<file path="config.mk">
export PLATFORM = sky130hd
export DESIGN_NAME = column_sum_17_flat
export DESIGN_NICKNAME = d
export VERILOG_FILES = /design/src/rtl/column_sum_17_if.sv /design/src/rtl/column_sum_17.sv /design/src/flat_wrapper.sv
export SDC_FILE = /design/constraint.sdc
export NUM_CORES = 1
export LEC_CHECK = 0
export ABC_AREA = 1
export CORE_ASPECT_RATIO = 0.9
export CORE_MARGIN = 2
export CORE_UTILIZATION = 55
export DETAILED_ROUTE_END_ITERATION = 12
export PLACE_DENSITY = 0.87
export SYNTH_ARGS = -nofsm -noshare
export SYNTH_HDL_FRONTEND = slang
export SYNTH_SLANG_ARGS = --single-unit
export TNS_END_PERCENT = 30
</file>
<file path="constraint.sdc">
create_clock -name clk -period 3.2 [get_ports clk]
set_input_delay 0.32 -clock clk [delete_from_list [all_inputs] [get_ports clk]]
set_output_delay 0.32 -clock clk [all_outputs]
set_load 0.01 [all_outputs]
</file>
<file path="src/rtl/column_sum_17_if.sv">
// ---------------------------------------------------------------------------
// column_sum_17_if
//   Bundle between the 16-row line buffer side and the column summer.
//   The master drives one vertical column of 17 taps per valid beat plus the
//   end-of-frame pulse. The slave returns the 17-tap sum, its column index,
//   a one-cycle valid qualifier and the drained end-of-frame pulse.
//
// Signals
//   valid_i              master->slave  taps carry a new column this cycle
//   data0_i..data16_i    master->slave  8-bit taps, data0_i newest row,
//                                       data16_i oldest row
//   done_i               master->slave  one-cycle end-of-frame pulse
//   sum_o       [12:0]   slave->master  sum of the 17 taps
//   col_o       [CW-1:0] slave->master  column index belonging to sum_o
//   sum_valid_o          slave->master  sum_o/col_o qualifier
//   done_o               slave->master  end-of-frame pulse after drain
// ---------------------------------------------------------------------------
interface column_sum_17_if #(
    parameter int CW = 10
);
    logic          valid_i;
    logic [7:0]    data0_i;
    logic [7:0]    data1_i;
    logic [7:0]    data2_i;
    logic [7:0]    data3_i;
    logic [7:0]    data4_i;
    logic [7:0]    data5_i;
    logic [7:0]    data6_i;
    logic [7:0]    data7_i;
    logic [7:0]    data8_i;
    logic [7:0]    data9_i;
    logic [7:0]    data10_i;
    logic [7:0]    data11_i;
    logic [7:0]    data12_i;
    logic [7:0]    data13_i;
    logic [7:0]    data14_i;
    logic [7:0]    data15_i;
    logic [7:0]    data16_i;
    logic          done_i;
    logic [12:0]   sum_o;
    logic [CW-1:0] col_o;
    logic          sum_valid_o;
    logic          done_o;

    // Upstream side: line buffer / stimulus.
    modport master (
        output valid_i,
        output data0_i, data1_i, data2_i, data3_i, data4_i, data5_i,
        output data6_i, data7_i, data8_i, data9_i, data10_i, data11_i,
        output data12_i, data13_i, data14_i, data15_i, data16_i,
        output done_i,
        input  sum_o, col_o, sum_valid_o, done_o
    );

    // Column summer side.
    modport slave (
        input  valid_i,
        input  data0_i, data1_i, data2_i, data3_i, data4_i, data5_i,
        input  data6_i, data7_i, data8_i, data9_i, data10_i, data11_i,
        input  data12_i, data13_i, data14_i, data15_i, data16_i,
        input  done_i,
        output sum_o, col_o, sum_valid_o, done_o
    );
endinterface

</file>
<file path="src/rtl/column_sum_17.sv">
// ---------------------------------------------------------------------------
// column_sum_17
//   Vertical 17-tap column summer sitting directly behind the 16-row line
//   buffer. Each valid beat carries the 17 vertically aligned pixels of one
//   column; their sum leaves a 3-stage adder pipeline exactly 3 cycles later.
//   A column/row position tracker suppresses sums until 16 rows have been
//   buffered, so only columns with a complete 17-row window are emitted.
//
// Parameters
//   WIDTH  pixels per image row (must equal the line buffer depth)
//   CW     column counter width, 2**CW >= WIDTH
//
// Ports
//   clk    rising-edge clock
//   rst_n  asynchronous active-low reset
//   bus    column_sum_17_if.slave: taps/valid/done in, sum/col/valid/done out
//
// Pipeline
//   S1  six 10-bit partial sums over taps {0-2},{3-5},{6-8},{9-11},{12-14},
//       {15-16}; column index captured alongside
//   S2  two 12-bit sums {p0,p1,p2} and {p3,p4,p5}
//   S3  13-bit final sum (max 17*255 = 4335, never overflows)
//   Registers advance every cycle; there is no stall.
// ---------------------------------------------------------------------------
module column_sum_17 #(
    parameter int WIDTH = 17,
    parameter int CW    = 10
) (
    input  logic            clk,
    input  logic            rst_n,
    column_sum_17_if.slave  bus
);

    localparam logic [CW-1:0] LAST_COL = CW'(WIDTH - 1);
    localparam logic [4:0]    ROWS_BUF = 5'd16;

    // -----------------------------------------------------------------------
    // Tap gathering
    // -----------------------------------------------------------------------
    logic [7:0] tap [17];

    assign tap[0]  = bus.data0_i;
    assign tap[1]  = bus.data1_i;
    assign tap[2]  = bus.data2_i;
    assign tap[3]  = bus.data3_i;
    assign tap[4]  = bus.data4_i;
    assign tap[5]  = bus.data5_i;
    assign tap[6]  = bus.data6_i;
    assign tap[7]  = bus.data7_i;
    assign tap[8]  = bus.data8_i;
    assign tap[9]  = bus.data9_i;
    assign tap[10] = bus.data10_i;
    assign tap[11] = bus.data11_i;
    assign tap[12] = bus.data12_i;
    assign tap[13] = bus.data13_i;
    assign tap[14] = bus.data14_i;
    assign tap[15] = bus.data15_i;
    assign tap[16] = bus.data16_i;

    // -----------------------------------------------------------------------
    // Position tracking
    //   row_cnt counts completed rows and saturates at 16; row_full is taken
    //   from the registered count, i.e. before this cycle's update, so the
    //   first beat of the 17th row is already accepted.
    // -----------------------------------------------------------------------
    logic [CW-1:0] col_cnt;
    logic [4:0]    row_cnt;
    logic          row_full;
    logic          accept;

    assign row_full = (row_cnt == ROWS_BUF);
    assign accept   = bus.valid_i & row_full;

    // NOTE: state registers use non-blocking assignments so every always_ff
    // sees the pre-edge values of the others, independent of process order.
    always_ff @(posedge clk or negedge rst_n) begin
        if (!rst_n) begin
            col_cnt <= '0;
            row_cnt <= '0;
        end else if (bus.done_i) begin
            // End of frame wins over a coincident beat: that beat is still
            // sampled (accept uses the old counters) but the frame restarts.
            col_cnt <= '0;
            row_cnt <= '0;
        end else if (bus.valid_i) begin
            if (col_cnt == LAST_COL) begin
                col_cnt <= '0;
                if (!row_full) begin
                    row_cnt <= row_cnt + 5'd1;
                end
            end else begin
                col_cnt <= col_cnt + CW'(1);
            end
        end
    end

    // -----------------------------------------------------------------------
    // S1: partial sums of three taps (last group has two)
    // -----------------------------------------------------------------------
    logic [9:0]    p [6];
    logic [CW-1:0] col_s1;
    logic          vld_s1;
    logic          done_s1;

    always_ff @(posedge clk or negedge rst_n) begin
        if (!rst_n) begin
            for (int i = 0; i < 6; i++) begin
                p[i] <= '0;
            end
            col_s1  <= '0;
            vld_s1  <= 1'b0;
            done_s1 <= 1'b0;
        end else begin
            vld_s1  <= accept;
            done_s1 <= bus.done_i;
            // Data registers only load on accepted columns; bubbles carry
            // just the cleared qualifier.
            if (accept) begin
                p[0]   <= 10'(tap[0])  + 10'(tap[1])  + 10'(tap[2]);
                p[1]   <= 10'(tap[3])  + 10'(tap[4])  + 10'(tap[5]);
                p[2]   <= 10'(tap[6])  + 10'(tap[7])  + 10'(tap[8]);
                p[3]   <= 10'(tap[9])  + 10'(tap[10]) + 10'(tap[11]);
                p[4]   <= 10'(tap[12]) + 10'(tap[13]) + 10'(tap[14]);
                p[5]   <= 10'(tap[15]) + 10'(tap[16]);
                col_s1 <= col_cnt;
            end
        end
    end

    // -----------------------------------------------------------------------
    // S2: two 12-bit group sums
    // -----------------------------------------------------------------------
    logic [11:0]   s0;
    logic [11:0]   s1;
    logic [CW-1:0] col_s2;
    logic          vld_s2;
    logic          done_s2;

    always_ff @(posedge clk or negedge rst_n) begin
        if (!rst_n) begin
            s0      <= '0;
            s1      <= '0;
            col_s2  <= '0;
            vld_s2  <= 1'b0;
            done_s2 <= 1'b0;
        end else begin
            vld_s2  <= vld_s1;
            done_s2 <= done_s1;
            if (vld_s1) begin
                s0     <= 12'(p[0]) + 12'(p[1]) + 12'(p[2]);
                s1     <= 12'(p[3]) + 12'(p[4]) + 12'(p[5]);
                col_s2 <= col_s1;
            end
        end
    end

    // -----------------------------------------------------------------------
    // S3: final sum and output registers
    //   sum_o/col_o hold their last value while no valid sum is presented.
    // -----------------------------------------------------------------------
    logic [12:0]   sum_q;
    logic [CW-1:0] col_q;
    logic          sum_valid_q;
    logic          done_q;

    always_ff @(posedge clk or negedge rst_n) begin
        if (!rst_n) begin
            sum_q       <= '0;
            col_q       <= '0;
            sum_valid_q <= 1'b0;
            done_q      <= 1'b0;
        end else begin
            sum_valid_q <= vld_s2;
            done_q      <= done_s2;
            if (vld_s2) begin
                sum_q <= 13'(s0) + 13'(s1);
                col_q <= col_s2;
            end
        end
    end

    assign bus.sum_o       = sum_q;
    assign bus.col_o       = col_q;
    assign bus.sum_valid_o = sum_valid_q;
    assign bus.done_o      = done_q;

endmodule

</file>
<file path="src/flat_wrapper.sv">
// flat-port wrapper written by rule: the top's interface ports become plain ports
module column_sum_17_flat 
#(
    parameter int WIDTH = 17,
    parameter int CW    = 10
)
  (clk, rst_n, bus_valid_i, bus_data0_i, bus_data1_i, bus_data2_i, bus_data3_i, bus_data4_i, bus_data5_i, bus_data6_i, bus_data7_i, bus_data8_i, bus_data9_i, bus_data10_i, bus_data11_i, bus_data12_i, bus_data13_i, bus_data14_i, bus_data15_i, bus_data16_i, bus_done_i, bus_sum_o, bus_col_o, bus_sum_valid_o, bus_done_o);
  column_sum_17_if #(.CW(CW)) bus_i ();
  input  logic clk;
  input  logic rst_n;
  input wire logic [$bits(bus_i.valid_i)-1:0] bus_valid_i;
  input wire logic [$bits(bus_i.data0_i)-1:0] bus_data0_i;
  input wire logic [$bits(bus_i.data1_i)-1:0] bus_data1_i;
  input wire logic [$bits(bus_i.data2_i)-1:0] bus_data2_i;
  input wire logic [$bits(bus_i.data3_i)-1:0] bus_data3_i;
  input wire logic [$bits(bus_i.data4_i)-1:0] bus_data4_i;
  input wire logic [$bits(bus_i.data5_i)-1:0] bus_data5_i;
  input wire logic [$bits(bus_i.data6_i)-1:0] bus_data6_i;
  input wire logic [$bits(bus_i.data7_i)-1:0] bus_data7_i;
  input wire logic [$bits(bus_i.data8_i)-1:0] bus_data8_i;
  input wire logic [$bits(bus_i.data9_i)-1:0] bus_data9_i;
  input wire logic [$bits(bus_i.data10_i)-1:0] bus_data10_i;
  input wire logic [$bits(bus_i.data11_i)-1:0] bus_data11_i;
  input wire logic [$bits(bus_i.data12_i)-1:0] bus_data12_i;
  input wire logic [$bits(bus_i.data13_i)-1:0] bus_data13_i;
  input wire logic [$bits(bus_i.data14_i)-1:0] bus_data14_i;
  input wire logic [$bits(bus_i.data15_i)-1:0] bus_data15_i;
  input wire logic [$bits(bus_i.data16_i)-1:0] bus_data16_i;
  input wire logic [$bits(bus_i.done_i)-1:0] bus_done_i;
  output wire logic [$bits(bus_i.sum_o)-1:0] bus_sum_o;
  output wire logic [$bits(bus_i.col_o)-1:0] bus_col_o;
  output wire logic [$bits(bus_i.sum_valid_o)-1:0] bus_sum_valid_o;
  output wire logic [$bits(bus_i.done_o)-1:0] bus_done_o;
  assign bus_i.valid_i = bus_valid_i;
  assign bus_i.data0_i = bus_data0_i;
  assign bus_i.data1_i = bus_data1_i;
  assign bus_i.data2_i = bus_data2_i;
  assign bus_i.data3_i = bus_data3_i;
  assign bus_i.data4_i = bus_data4_i;
  assign bus_i.data5_i = bus_data5_i;
  assign bus_i.data6_i = bus_data6_i;
  assign bus_i.data7_i = bus_data7_i;
  assign bus_i.data8_i = bus_data8_i;
  assign bus_i.data9_i = bus_data9_i;
  assign bus_i.data10_i = bus_data10_i;
  assign bus_i.data11_i = bus_data11_i;
  assign bus_i.data12_i = bus_data12_i;
  assign bus_i.data13_i = bus_data13_i;
  assign bus_i.data14_i = bus_data14_i;
  assign bus_i.data15_i = bus_data15_i;
  assign bus_i.data16_i = bus_data16_i;
  assign bus_i.done_i = bus_done_i;
  assign bus_sum_o = bus_i.sum_o;
  assign bus_col_o = bus_i.col_o;
  assign bus_sum_valid_o = bus_i.sum_valid_o;
  assign bus_done_o = bus_i.done_o;
  column_sum_17 #(.WIDTH(WIDTH), .CW(CW)) u_core (.clk(clk), .rst_n(rst_n), .bus(bus_i));
endmodule
</file>
Word-level counts from Yosys, hierarchy flattened
Cells that the tools add are included.
{"block": "word_totals", "regBits": 148, "latchBits": 0, "mem_bits_rw": 0, "rom_bits": 0, "in_bits": 140, "output_inout_bits": 25, "elab_cells": 52, "memories": 0}
{"block": "classes", "addsub": 18, "n_mul": 0, "div_mod_pow": 0, "order_cmp": 0, "n_eq_ne": 3, "shifts": 0, "n_mux": 7, "bitwise": 1, "n_reduce_logical": 3}
{"op": "$add A8 B8 Y9", "count": 6}
{"op": "$add A10 B8 Y10", "count": 5}
{"op": "$mux W10", "count": 3}
{"op": "$add A12 B10 Y12", "count": 2}
{"op": "$add A10 B10 Y11", "count": 2}
{"op": "$mux W5", "count": 4}
{"op": "$add A12 B12 Y13", "count": 1}
{"op": "$add A10 B1 Y10 const B", "count": 1}
{"op": "$eq A10 B5 Y1 const B", "count": 1}
{"op": "$add A5 B1 Y5 const B", "count": 1}
{"op": "$eq A5 B5 Y1 const B", "count": 1}
{"op": "$reduce_bool A2 Y1", "count": 2}
{"op": "$reduce_and A3 Y1", "count": 1}
{"op": "$ne A2 B2 Y1 const B", "count": 1}
{"op": "$and A1 B1 Y1", "count": 1}

Logic depth before layout (Yosys ltp)
Gate-level depths: netlist (run 1).
{"block": "logic_depth", "depth_word": 5, "ltp_mapped": 19, "mapped_depth_nobuf": 19}

Worst setup path before layout (run 1)
No wires, ideal clock.
{"block": "synth_timing", "path_type": "register to register", "from": "register u_core.p[10] (netlist bit)", "to": "register u_core.s1[7]", "setup_time_ns": 0.118, "t_arrival_ns": 2.494, "t_required_ns": 3.082, "slack_ns": 0.588, "stages_incl_launch_ff": 14, "n_path_buf": 0, "period_less_slack_ns": 2.612, "path_cell_list": "dfrtp_1 > ha_1 > fa_1 > a31oi_1 > xor2_1 > inv_1 > ha_1 > a21oi_1 > nor2_1 > nor2_1 > o21ai_0 > or2_2 > nand3_1 > nand2_1"}
{"block": "synth_via", "elab_chain_len": 2}
{"element": "start: declaration", "line_no": "column_sum_17.sv:100", "source": "logic [9:0] p [6];"}
{"element": "$add A10 B10 Y11", "line_no": "column_sum_17.sv:151", "source": "s1 <= 12'(p[3]) + 12'(p[4]) + 12'(p[5]);"}
{"element": "$add A12 B10 Y12", "line_no": "column_sum_17.sv:151"}
{"element": "end signal: assignment", "line_no": "column_sum_17.sv:151"}
{"element": "end: declaration", "line_no": "column_sum_17.sv:134", "source": "logic [11:0] s1;"}
No other way between the ends.
A chain may end at the register's enable or synchronous reset.

Worst setup path after layout (run 1)
{"block": "layout_timing", "from": "register u_core.p[10] (netlist bit)", "to": "register u_core.s1[9]"}
The elaborated chain is that of the path after synthesis.

==> flow_metrics.tcl, run 1 <==
set metrics [dict create \
    die_h_um 141.7 \
    cts_tree "yes" \
    synth.ff_latch_count 147 \
    cp-end-kind "flop" \
    avgSynthCellArea_um2 7.552 \
    grt_max_degree 65 \
    design_area_um2 14170 \
    power_density_nw_per_um2 733.0 \
    cts.sinks 147 \
    die_area_um2 22260 \
    dr.pass1.iters 7 \
    clock_skew_ns 0.006415 \
    fillers 1710 \
    grt_pass1_wl_um 45070 \
    power.internal_mw 5.747 \
    start_util 0.5581 \
    synth_top_cells_by_area "dfrtp_1 (32%), ha_1 (16%), nand2_1 (14%)" \
    drv_slew 0 \
    dr_total_vias 10520 \
    hold_viol_final 0 \
    slew_headroom 0.4536 \
    cts_buffer_depth 2 \
    ys.flop_type "dfrtp_1" \
    p_switching_mw 4.640 \
    p_comb_frac 0.547 \
    yosysMostFrequentCell "nand2_1" \
    status "completed" \
    worstPathRequired_ns 3.52 \
    routed_wirelength_um 25930 \
    cp_cell_sequence "ha_1 > fa_1 > a21oi_1 > nor2_1 > nor2_1 > xnor2_1 > ha_1 > nand2_1 > inv_1 > a21oi_1 > nand3_1 > nand3b_1 > nand3_1 > nand2_1" \
    grt_pass1_vias 10110 \
    critical_path.max_fanout 4 \
    num_antenna_cells 0 \
    min_period_ns 2.996 \
    p_leak_nw 7.174 \
    ff_latch_area_um2 3679 \
    synth_top_cell_by_area "dfrtp_1" \
    drc 0 \
    cp.arrival_ns 3.32 \
    wl_per_cell_um 12.95 \
    cts-root-buf "clkbuf_16" \
    crit_path_start_kind "flop" \
    synth_cells 1535 \
    antenna_found_initial 0 \
    htreeDepth 4 \
    port_buffers 164 \
    clkTransAtPathRegs_ns 0.07 \
    placed_area_um2 13570 \
    num_rows 50 \
    die_w_um 157.0 \
    crit_slowest_cell "fa_1" \
    cpPeakStageDelay_ns 0.46 \
    post-dp-hpwl_um 20570 \
    syn-num-nets 1836 \
    synth_edf_count 0 \
    fin_nets 2004 \
    sequentialPowerShare 0.265 \
    setup_tns_ns 0 \
    hp-class "flop to flop" \
    setup_viol 0 \
    rsz0062_at_grt "yes" \
    yosys_warnings 0 \
    synth_top_area_frac 0.3173 \
    core_um2 20770 \
    drt_iter0_drc 574 \
    synth_cell_types 43 \
    post_drt_via_cell_ratio 5.256 \
    synth-async-reset-ratio 1.000 \
    place_congestion 0.9166 \
    peakVddDrop_mv 0.4597 \
    maxCapViolCount 0 \
    io_pins 165 \
    grt_usage 0.2453 \
    critical_path_class "flop to flop" \
    worst_slew_pin_slew_ns 0.8186 \
    grt_overflow 0 \
    synth-seq-area-share 0.3173 \
    worst_skew_pair.late_latency_ns 0.43 \
    netlist_area_um2 11590 \
    cts_setup_buffers 0 \
    hold_ws_ns 0.3474 \
    finalCritPeriodShare 0.9363 \
    postRouteAntennaNets 0 \
    synthTopCellsByCount "nand2_1 (426), inv_1 (165), dfrtp_1 (147)" \
    swShare 0.4467 \
    multiInputGateArea_um2 7161 \
    clkPwrFrac 0.188 \
    area_growth_pct 22.25 \
    cts_buffers 17 \
    drive_gt1_frac 0.04720 \
    fmax_mhz 333.8 \
    final_util 0.6823 \
]
-- per-stage QoR --
step	setup WS (ns)	total power, mW	cells
2_1_floorplan	0.5882	6.790	1535
3_3_place_gp	0.07540	8.165	1969
3_5_place_dp	-0.005621	8.314	1969
4_1_cts	0.2126	10.36	2002
5_1_grt	-0.009311	11.37	2002
6_report	0.2038	10.39	2002
-- timing repair --
action / in CTS / in global routing
gates resized for setup: 0 / 3
setup endpoints to repair: 0 / 3
hold endpoints to repair: 62 / 0
hold buffers: 1 / 0
-- flip-flops by register name, indices dropped and copies added (netlist names) --
| name | count |
|---|---|
| u_core.vld_s2 | 1 |
| u_core.bus.sum_o | 13 |
| u_core.row_cnt | 5 |
| u_core.col_s1 | 10 |
| u_core.done_s2 | 1 |
| u_core.vld_s1 | 1 |
| u_core.col_s2 | 10 |
| u_core.s1 | 12 |
| u_core.s0 | 12 |
| u_core.col_cnt | 10 |
| u_core.p | 59 |
| u_core.done_s1 | 1 |
| u_core.bus.sum_valid_o | 1 |
| u_core.bus.done_o | 1 |
| u_core.bus.col_o | 10 |
-- kinds of logic (layout without fill, tap and decap cells) --
kind of cell	Yosys count	count (layout)	synth area share
AOI/OAI and AO/OA	295	295	0.1360
xor gates and xnor gates	75	75	0.05666
and+or+nand+nor	657	657	0.2396
buffers and inverters	200	381	0.06627
DFF	147	147	0.3173
adders and majority gates	161	161	0.1841
-- cell type report --
| type | count | share of cell area |
|---|---|---|
| multi-input cells | 1188 | 0.5053 |
| flip-flops and latches | 147 | 0.2596 |
| repair buffers | 175 | 0.1228 |
| inverters | 174 | 0.04609 |
| clock buffers | 17 | 0.03002 |
| well taps | 286 | 0.02525 |
| clock inverters | 15 | 0.01095 |
-- metal layers --
layer | routed length, um | up-vias | GRT usage
met5 | 0 | - | 0
met4 | 399 | 0 | 0.05789
met2 | 12370 | 252 | 0.4164
li1 | - | 5410 | -
met1 | 11940 | 4826 | 0.3257
met3 | 1224 | 34 | 0.04643
-- cell usage in the layout (no fill, tap or decap), types with 3 or more instances in the layout --
cell             synthesis  layout
o21ai_2                  4       4
o211ai_1                 6       6
nand2_1                426     426
o21ai_0                 97      97
nand4_1                 15      15
dfrtp_1                147     147
clkdlybuf4s50_1          0     163
inv_2                    9       9
a31oi_1                 16      15
xnor2_1                 35      35
o21bai_1                 8       8
and2_1                   5       5
inv_8                    0       4
xor2_1                  40      40
clkbuf_16                0      17
inv_1                  165     165
or2_2                   13      13
nor2_1                  76      76
and3_1                   3       3
nor3_1                  14      13
nor3_2                   2       3
buf_4                    0       9
nand3_1                 87      87
or2_1                    4       4
o21ai_1                 25      25
a21oi_1                132     131
fa_1                    16      16
ha_1                   145     145
inv_6                    0       8
-- path summary, 6_finish.rpt --
check,start,end,slack [ns],cells past startpoint
max in group asynchronous,rst_n,u_core.col_cnt[5],1.93,3
setup / recovery,u_core.p[10],u_core.s1[9],0.20,14
hold reg to reg,u_core.done_s2,u_core.bus.done_o,0.35,0
setup reg to reg,u_core.p[10],u_core.s1[9],0.20,14
min in group asynchronous,rst_n,u_core.s1[1],0.44,2
hold / removal,u_core.done_s2,u_core.bus.done_o,0.35,0
-- worst max-delay path, delay by kind of cell, from the launching register on --
kind	cells	cell delay [ns]
xor+xnor	1	0.21
compound gates	2	0.41
fa+ha+maj	3	1.05
flops	1	0.39
simple gates	7	0.78
buf+inv	1	0.05
-- power by group through the flow --
stage / logic [mW] / registers (mW) / clock network [mW]
after floorplan: 4.09 / 2.70 / 0
after global placement: 5.40 / 2.77 / 0
after detailed placement: 5.53 / 2.79 / 0
after CTS: 5.62 / 2.76 / 1.98
after global routing: 6.48 / 2.82 / 2.07
final: 5.68 / 2.76 / 1.95
No activity file was read; power rests on OpenSTA's default activity.
==> inputs of run 2 (changes only) <==
Settings changed: PLACE_DENSITY 0.87 to 0.88.
==> flow_metrics.tcl, run 2 (synthesis results as in run 1) <==
set metrics [dict create \
    hold_viol_final 0 \
    grt_overflow 0 \
    cts-root-buf "clkbuf_16" \
    start_util 0.5581 \
    placed_area_um2 13560 \
    place_congestion 0.9209 \
    cts_buffer_depth 2 \
    post_drt_via_cell_ratio 5.342 \
    layout_common_cells "nand2_1 (426), inv_1 (165), clkdlybuf4s50_1 (163)" \
    io_pins 165 \
    p_comb_frac 0.544 \
    power_density_nw_per_um2 731.4 \
    grt_usage 0.2434 \
    critical_path_class "flop to flop" \
    num_antenna_cells 0 \
    dr_total_vias 10690 \
    peakVddDrop_mv 0.4866 \
    cts_tree "yes" \
    drive_gt1_frac 0.04665 \
    cts.sinks 147 \
    crit_path_start_kind "flop" \
    fmax_mhz 340.2 \
    cts_buffers 17 \
    setup_tns_ns 0 \
    final_util 0.6822 \
    area_growth_pct 22.23 \
    postRouteAntennaNets 0 \
    clkTransAtPathRegs_ns 0.07 \
    grt_pass1_vias 10270 \
    cp.arrival_ns 3.30 \
    crit_path_start "u_core.p[40]" \
    dr.pass1.iters 5 \
    hp-class "flop to flop" \
    worst_slew_pin_slew_ns 0.8110 \
    grt_use_met2 0.4176 \
    die_w_um 157.0 \
    port_buffers 164 \
    finalCritPeriodShare 0.9185 \
    slew_headroom 0.4587 \
    min_period_ns 2.939 \
    mostFrequentLayoutCell "nand2_1" \
    grt_pass1_wl_um 44810 \
    post-dp-hpwl_um 20580 \
    swShare 0.4459 \
    num_rows 50 \
    p_switching_mw 4.621 \
    core_um2 20770 \
    min_from "u_core.done_s1" \
    met3_usage 0.04856 \
    setup_viol 0 \
    die_h_um 141.7 \
    drt_iter0_drc 701 \
    antenna_found_initial 0 \
    design_area_um2 14170 \
    sequentialPowerShare 0.267 \
    cp-end-kind "flop" \
    p_leak_nw 7.172 \
    drv_slew 0 \
    worst_skew_pair.late_latency_ns 0.43 \
    htreeDepth 4 \
    fin_nets 2003 \
    use_met1 0.3155 \
    critical_path.max_fanout 4 \
    rsz0062_at_grt "no" \
    regMostFlops "u_core.p" \
    drc 0 \
    clock_skew_ns 0.009259 \
    largest_reg_flops 59 \
    maxCapViolCount 0 \
    worstPathRequired_ns 3.57 \
    routed_wirelength_um 25870 \
    wl_per_cell_um 12.93 \
    rrSetupSlack_ns 0.26 \
    grt_max_degree 95 \
    die_area_um2 22260 \
    status "completed" \
    power.internal_mw 5.742 \
    clkPwrFrac 0.189 \
    reg2reg_from "u_core.p[40]" \
    busiest_layer "met2" \
]
## run 2: worst max-delay path, cell delays in order, from the launching register on
cell and delay (ns):
dfrtp_1 0.39, ha_1 0.26, fa_1 0.46, a21oi_1 0.26, o21bai_1 0.11, xor2_1 0.13
inv_1 0.07, ha_1 0.35, inv_1 0.10, nor3_1 0.23, nand3_1 0.14, nand3_1 0.11
nand2_1 0.07, nand2_1 0.06, nand3_1 0.07, nand2_1 0.08
## run 2: power groups by stage
stage | Combinational (mW) | Clock (mW) | Sequential, mW
final | 5.64 | 1.96 | 2.76
after global routing | 6.42 | 2.08 | 2.82
after CTS | 5.59 | 1.99 | 2.76
after detailed placement | 5.52 | 0 | 2.79
after global placement | 5.40 | 0 | 2.76
after floorplan | 4.09 | 0 | 2.70
## run 2: worst paths after layout
path,end,cells after the start
max,u_core.s0[11],15
max reg2reg,u_core.s0[11],15
min in group asynchronous,u_core.bus.sum_o[0],2
max in group asynchronous,u_core.p[59],3
min reg2reg,u_core.done_s2,0
min,u_core.done_s2,0
## run 2: cell type report
cell class,count,area [um^2]
Sequential cell,147,3679
Clock buffer,17,425.4
Multi-Input combinational cell,1188,7158
Clock inverter,15,163.9
Fill cell,1691,6600
Timing Repair Buffer,174,1733
Inverter,174,653.1
Tap cell,286,357.8
## run 2: through the flow
step	hold slack (ns)	cells	setup WS, ns	power (mW)
after floorplan	0.02441	1535	0.5882	6.790
after global placement	0.2949	1968	0.09106	8.157
after detailed placement	0.2916	1968	-0.03450	8.311
after CTS	0.3508	2001	0.2527	10.33
after global routing	0.3537	2001	0.02922	11.32
final	0.3478	2001	0.2608	10.36
## run 2: routing by layer
layer / vias up / routed length, um
met2: 278 / 12320
li1: 5424 / -
met1: 4949 / 11920
met3: 38 / 1299
met5: - / 0
met4: 0 / 333
## run 2: repair_timing
item,in CTS,in global routing
hold endpoints to repair,53,0
endpoints found under the setup margin,0,2
setup buffers,0,0
hold buffers,1,0
gates resized for setup,0,3
==> inputs of run 3 (changes only) <==
Settings changed: SLEW_MARGIN set to 20.
==> results of run 3 <==
The final DEF is identical to that of run 2; final timing and power are the same.
